### src/rtl/fetch_pkg.sv
// Shared types and constants for the instruction-fetch stage.
package fetch_pkg;

  localparam int          INSTR_W  = 32;
  localparam logic [31:0] PC_STEP  = 32'd4;
  localparam logic [31:0] DEF_NOP  = 32'h0000_0000;

  typedef enum logic [1:0] {S_REQ, S_WAIT, S_FULL, S_DRAIN} fetch_state_t;

endpackage

### src/rtl/fetch_unit.sv
// Instruction fetch: owns the fetch PC and runs a single-outstanding imem handshake,
// with a one-entry skid for responses that land while the output slot is stalled.
module fetch_unit
  import fetch_pkg::*;
#(
  parameter logic [31:0] RESET_PC  = 32'h0000_0000,
  parameter logic [31:0] NOP_INSTR = DEF_NOP
) (
  input  logic               clk,
  input  logic               reset,
  input  logic               StallF,
  input  logic               BranchTakenE,
  input  logic [31:0]        BranchTargetE,
  output logic               ImemReq,
  output logic [31:0]        ImemAddr,
  input  logic               ImemGnt,
  input  logic               ImemRValid,
  input  logic [INSTR_W-1:0] ImemRData,
  output logic [INSTR_W-1:0] InstrF,
  output logic               InstrValidF,
  output logic [31:0]        PCF,
  output logic [31:0]        PCPlus4F
);

  fetch_state_t        state;
  logic [31:0]         fpc;
  logic [INSTR_W-1:0]  sk_instr;
  logic [31:0]         sk_pc;
  logic                sk_v;
  logic                slot_free;

  // Request decode depends on registered state only; reset masks it while held.
  assign ImemReq   = (state == S_REQ) && !reset;
  assign ImemAddr  = fpc;
  assign PCPlus4F  = PCF + PC_STEP;
  assign slot_free = !InstrValidF || !StallF;

  always_ff @(posedge clk or posedge reset) begin
    if (reset) begin
      state       <= S_REQ;
      fpc         <= RESET_PC;
      InstrF      <= NOP_INSTR;
      InstrValidF <= 1'b0;
      PCF         <= RESET_PC;
      sk_instr    <= NOP_INSTR;
      sk_pc       <= RESET_PC;
      sk_v        <= 1'b0;
    end else if (BranchTakenE) begin
      fpc         <= BranchTargetE;
      InstrF      <= NOP_INSTR;
      InstrValidF <= 1'b0;
      sk_v        <= 1'b0;
      case (state)
        S_REQ:   state <= ImemGnt    ? S_DRAIN : S_REQ;
        S_WAIT:  state <= ImemRValid ? S_REQ   : S_DRAIN;
        S_FULL:  state <= S_REQ;
        default: state <= S_DRAIN;
      endcase
    end else begin
      // Slot consumed with nothing new behind it drops to a bubble.
      if (InstrValidF && !StallF) begin
        InstrValidF <= 1'b0;
        InstrF      <= NOP_INSTR;
      end
      case (state)
        S_REQ: if (ImemGnt) state <= S_WAIT;
        S_WAIT: if (ImemRValid) begin
          fpc <= fpc + PC_STEP;
          if (slot_free) begin
            InstrF      <= ImemRData;
            PCF         <= fpc;
            InstrValidF <= 1'b1;
            state       <= S_REQ;
          end else begin
            sk_instr <= ImemRData;
            sk_pc    <= fpc;
            sk_v     <= 1'b1;
            state    <= S_FULL;
          end
        end
        S_FULL: if (!StallF) begin
          InstrF      <= sk_instr;
          PCF         <= sk_pc;
          InstrValidF <= 1'b1;
          sk_v        <= 1'b0;
          state       <= S_REQ;
        end
        default: if (ImemRValid) state <= S_REQ;
      endcase
    end
  end

endmodule
### config.mk
export PLATFORM = sky130hd
export DESIGN_NAME = fetch_unit
export DESIGN_NICKNAME = d
export VERILOG_FILES = /design/src/rtl/fetch_pkg.sv /design/src/rtl/fetch_unit.sv
export SDC_FILE = /design/constraint.sdc
export NUM_CORES = 1
export LEC_CHECK = 0
export ABC_CLOCK_PERIOD_IN_PS = 13400
export CAP_MARGIN = 40
export CORE_MARGIN = 3
export CORE_UTILIZATION = 45
export CTS_CLUSTER_SIZE = 8
export DETAILED_ROUTE_END_ITERATION = 8
export PLACE_DENSITY_LB_ADDON = 0.1
export SYNTH_ARGS = -nofsm -noshare
export SYNTH_HDL_FRONTEND = slang
export SYNTH_SLANG_ARGS = --single-unit
### constraint.sdc
create_clock -name clk -period 13.4 [get_ports clk]
set_input_delay 2.01 -clock clk [delete_from_list [all_inputs] [get_ports clk]]
set_output_delay 2.01 -clock clk [all_outputs]
set_load 0.005 [all_outputs]
-- After elaboration in Yosys (flattened, before gate mapping)
Index checks and enable logic that the tools add are counted.
- bitwise operators: 2
- add/sub/neg operators: 2
- multiplexer cells: 29
- equal/unequal tests: 8
- reduce and logical (&&, ||, !) cells: 15
- operator list (kind ; count):
    two-way mux 32 bit ; 11
    one-hot mux 32 bit (2 select lines) ; 2
    adder 32 x 3 -> 32 bit, second input constant ; 2
    two-way mux 2 bit ; 8
    one-hot mux 2 bit (3 select lines) ; 2
    inequality test 3 bit, second input constant ; 3
    AND reduction 4 bit ; 2
    inequality test 2 bit, second input constant ; 3
    nonzero test 2 bit ; 3
    two-way mux 1 bit ; 5
    AND reduction 5 bit ; 1
    nonzero test 4 bit ; 1
    logical NOT 1 bit ; 3
    == test 2 x 1 -> 1 bit, second input constant ; 1
    == test 2 bit, second input constant ; 1
    logical AND 1 bit ; 2
    logical NOT 2 bit ; 1
    inverter 1 bit ; 2
    one-hot mux 1 bit (2 select lines) ; 1
    AND reduction 2 bit ; 1
    logical OR 1 bit ; 1
- flip-flop bits (word level): 163
- input bits: 70
- word-level logic and storage cells: 63
- output and inout port bits: 130

-- Longest topological paths before layout
- word-level depth: 7
- depth in mapped cells: 8
- depth with buffers taken out: 6

-- Worst setup path before layout
No wires, ideal clock.
- kind: input to output
- from: in reset
- to: out ImemReq
- arrival: 2105 ps
- stages on the path: 1
- data required time: 11390 ps
- path buffers: 0
- path slack: 9285 ps
- path through: nor2_1
- longest elaborated chain between the ends: 2
- RTL lines (item ; line ; source):
    start, declared ; fetch_unit.sv:10 ; input logic reset,
    logical NOT 1 bit (no line) ; - ;
    logical AND 1 bit ; fetch_unit.sv:33 ; assign ImemReq = (state == S_REQ) && !reset;
    end, declared ; fetch_unit.sv:14 ; output logic ImemReq,
No other way between the ends.

-- Worst setup path in the final report
Ends and elaborated chain as after synthesis.

==> out/qor.log <==
qor: outcome.outcome completed
qor: grt.grt.overflow.total 0
qor: floorplanning.die-area 0.0218 mm2
qor: job.drv_cap 0
qor: detailed_routing.route.final.wire_length 24.5 mm
qor: timing.timing_worst_slew_pin_value 0.834 ns
qor: floorplanning.fp.coreArea 0.0196 mm2
qor: detailed_routing.count_of_routing_violations_after_the_opening_detailed_route_iteration 369
qor: grt.antenna_found_initial 0
qor: synthesis.synth.ff_latch_count 163
qor: timing.final_max_slew_viol_count 0
qor: clock_tree.path_clk_slew 0.06 ns
qor: power.irDropWorstVdd 0.0977 mV
qor: timing.tns 0 ns
qor: synthesis.synth_cell_types 54
qor: clock_tree.postCtsSetupRepairBufs 0
qor: min_path.hold_path.class flip-flop to flip-flop
qor: synthesis.synth_edf_count 0
qor: synthesis.synth_area_per_cell 9.91 um2
qor: placed_design.place.port_buffers 199
qor: grt.pin_count_of_the_biggest_net_entering_global_routing 74
qor: timing.min_period 5.12 ns
qor: setup_path.timing.critical_path.arrival 3.11 ns
qor: clock_tree.clk_root_buffer_cell sky130_fd_sc_hd__clkbuf_16
qor: grt.vias_in_the_first_global_route 7,220
qor: clock_tree.cts_hold_repair.buffers 0
qor: timing.fin_hold_ws 0.505 ns
qor: clock_tree.cts.htree.levels 4
qor: synthesis.asyncSetResetFlopFracSynth 1.00
qor: detailed_routing.post_route_ant_nets 0
qor: clock_tree.cts_buffer_depth 2
qor: placed_design.place_inst 1,321
qor: floorplanning.ioPinCount 200
qor: timing.finalHoldViolCount 0
qor: detailed_routing.vias 7,550
qor: placed_design.place.gp.congestion 0.817
qor: synthesis.synthesis.area 0.00904 mm2
qor: clock_tree.cts_tree done
qor: detailed_routing.detail_route.first_pass.iterations 5
qor: setup_path.setup.worst_path.class input pin to output pin
qor: detailed_routing.vias_per_cell 5.58
qor: setup_path.endpoint_kind output pin
qor: setup_path.worstPathRequired 11.39 ns
qor: floorplanning.floorplan.initialDensity 0.462
qor: synthesis.syn-num-nets 988
qor: grt.track_usage 0.226
qor: timing.final.setup.worst_slack 8.28 ns
qor: floorplanning.chipWidth 148 um
qor: placed_design.pre_cts_slack 8.28 ns
qor: cells_and_area.layout_common_cells sky130_fd_sc_hd__clkdlybuf4s50_1, sky130_fd_sc_hd__dfrtp_1, sky130_fd_sc_hd__mux2_2, sky130_fd_sc_hd__a21oi_1, sky130_fd_sc_hd__nor2_1
qor: timing.unrepaired_setup_endpoints_after_global_routing no
qor: setup_path.critPathMaxFanout 2
qor: detailed_routing.routed_wire_length_per_instance 18.1 um
qor: clock_tree.cts_resized 0
qor: timing.fin_skew 0.0111 ns
qor: cells_and_area.syn2layout_area_growth 31.3%
qor: grt.grt_first_pass_wirelength 39.8 mm
qor: clock_tree.tritoncts_num_sinks 163
qor: cells_and_area.final_nets 1,151
qor: cells_and_area.finish.cell_count_without_fillers 1,353
qor: detailed_routing.drc 0
qor: synthesis.synth_instances 912
qor: timing.timing.max_slew.rel_slack 0.444
qor: cells_and_area.antenna_cells 0
qor: timing.finalSetupViolCount 0
qor: power.power_leakage 4.97 nW
qor: floorplanning.chipHeight 148 um
qor: cells_and_area.final_layout_size_suffix_gt1_frac 0.151
qor: setup_path.crit_path_start_kind input pin
qor: clock_tree.insertion_delay 0.43 ns
qor: synthesis.ys.warnings.count 0
qor: placed_design.hpwl 16.3 mm
qor: synthesis.leading_register_cell_type_out_of_synthesis sky130_fd_sc_hd__dfrtp_1
qor: cells_and_area.most_common_cell_after_layout_fill_and_taps_aside sky130_fd_sc_hd__clkdlybuf4s50_1
qor: floorplanning.num_rows 51
qor: power.power.total 2.32 mW
qor: synthesis.synth_seq_area_share 0.451
qor: timing.timing.fmax 195 MHz
qor: clock_tree.tritoncts.num_buffers 17
qor: power.p_per_area 196 mW/mm2
qor: timing.post-route-period-util 0.382
power by group:
group          switching (mW)  leakage (nW)  internal (mW)
logic                   0.460          2.60          0.551
clock network           0.209         0.289          0.296
registers               0.161          2.09          0.645
flip-flops by register name, indices dropped and copies added, names as in the netlist:
name	cells
ImemAddr	32
InstrF	32
InstrValidF	1
PCF	32
sk_instr	32
sk_pc	32
state	2
cell usage after synthesis, types with 3 or more instances:
master                       n  area (um2)
sky130_fd_sc_hd__nand4_1    18         113
sky130_fd_sc_hd__nor4_1      7        43.8
sky130_fd_sc_hd__and2_1     34         213
sky130_fd_sc_hd__a211oi_1   32         240
sky130_fd_sc_hd__and3_1     37         231
sky130_fd_sc_hd__o311ai_0   10        87.6
sky130_fd_sc_hd__nor2_1     57         214
sky130_fd_sc_hd__dfrtp_1   163        4080
sky130_fd_sc_hd__clkbuf_1   44         165
sky130_fd_sc_hd__nand2_1    48         180
sky130_fd_sc_hd__nand3_1    27         135
sky130_fd_sc_hd__mux2_2     98        1100
sky130_fd_sc_hd__xnor2_1    28         245
sky130_fd_sc_hd__ha_1        6        75.1
sky130_fd_sc_hd__buf_4       3        22.5
sky130_fd_sc_hd__buf_1       4        15.0
sky130_fd_sc_hd__nor3_1     11        55.1
sky130_fd_sc_hd__and4_1      4        35.0
sky130_fd_sc_hd__buf_2      17        85.1
sky130_fd_sc_hd__o21ai_0    46         230
sky130_fd_sc_hd__a21oi_1    98         490
sky130_fd_sc_hd__or4_1      10        75.1
sky130_fd_sc_hd__a31oi_1     7        43.8
sky130_fd_sc_hd__mux2i_1    34         340
sky130_fd_sc_hd__or2_2       6        37.5
sky130_fd_sc_hd__inv_1      15        56.3
sky130_fd_sc_hd__xor2_1     11        96.3
sky130_fd_sc_hd__o31ai_1     5        37.5
worst paths after layout:
check	endpoint	start	slack [ns]	depth (start not counted)
worst max-delay path	ImemReq	reset	8.28	3
worst min-delay path	sk_instr[23]$_DFFE_PP0P_	sk_instr[23]$_DFFE_PP0P_	0.50	1
worst max register to register	PCF[6]$_DFFE_PP0P_	state[0]$_DFFE_PP0P_	10.22	9
worst min register to register	sk_instr[23]$_DFFE_PP0P_	sk_instr[23]$_DFFE_PP0P_	0.50	1
max in group asynchronous	PCF[20]$_DFFE_PP0P_	reset	10.27	3
min in group asynchronous	sk_instr[17]$_DFFE_PP0P_	reset	1.97	2
metrics by stage:
stage / cell area (um2) / utilization
after floorplan: 9040 / -
after global placement: 11200 / 0.570
after detailed placement: 11300 / 0.575
after CTS: 11900 / 0.606
after global routing: 11900 / 0.606
final: 11900 / 0.606
critical path, cell delays in order:
cell                              delay (ns)
sky130_fd_sc_hd__clkdlybuf4s50_1        0.48
sky130_fd_sc_hd__nor2_1                 0.12
sky130_fd_sc_hd__clkdlybuf4s50_1        0.51
area by class of cell:
type                    instances  area [um2]
clock buffers                  18         429
inverters                      16        65.1
well taps                     265         332
repair buffers                214        2160
flip-flops and latches        163        4080
fillers                      1723        7720
multi-input cells             663        4630
clock inverters                14         178
cell families (layout without fill, tap and decap cells):
kind of cell	after synthesis	count (layout)	share of synthesized area
AND/OR/NAND/NOR	270	270	0.159
XOR/XNOR	39	39	0.0378
AO/OA/AOI/OAI	216	216	0.145
adder cells (fa/ha/maj)	6	6	0.00830
multiplexers	132	132	0.160
flip-flops	163	163	0.451
buffers and inverters	86	262	0.0396
metal layers:
metal  wire length [um]  track usage
met3               1370       0.0494
met5                  0            0
met1              11100        0.314
met4                364       0.0657
met2              11700        0.358
Note: power is estimated with default switching activity, not from simulation.
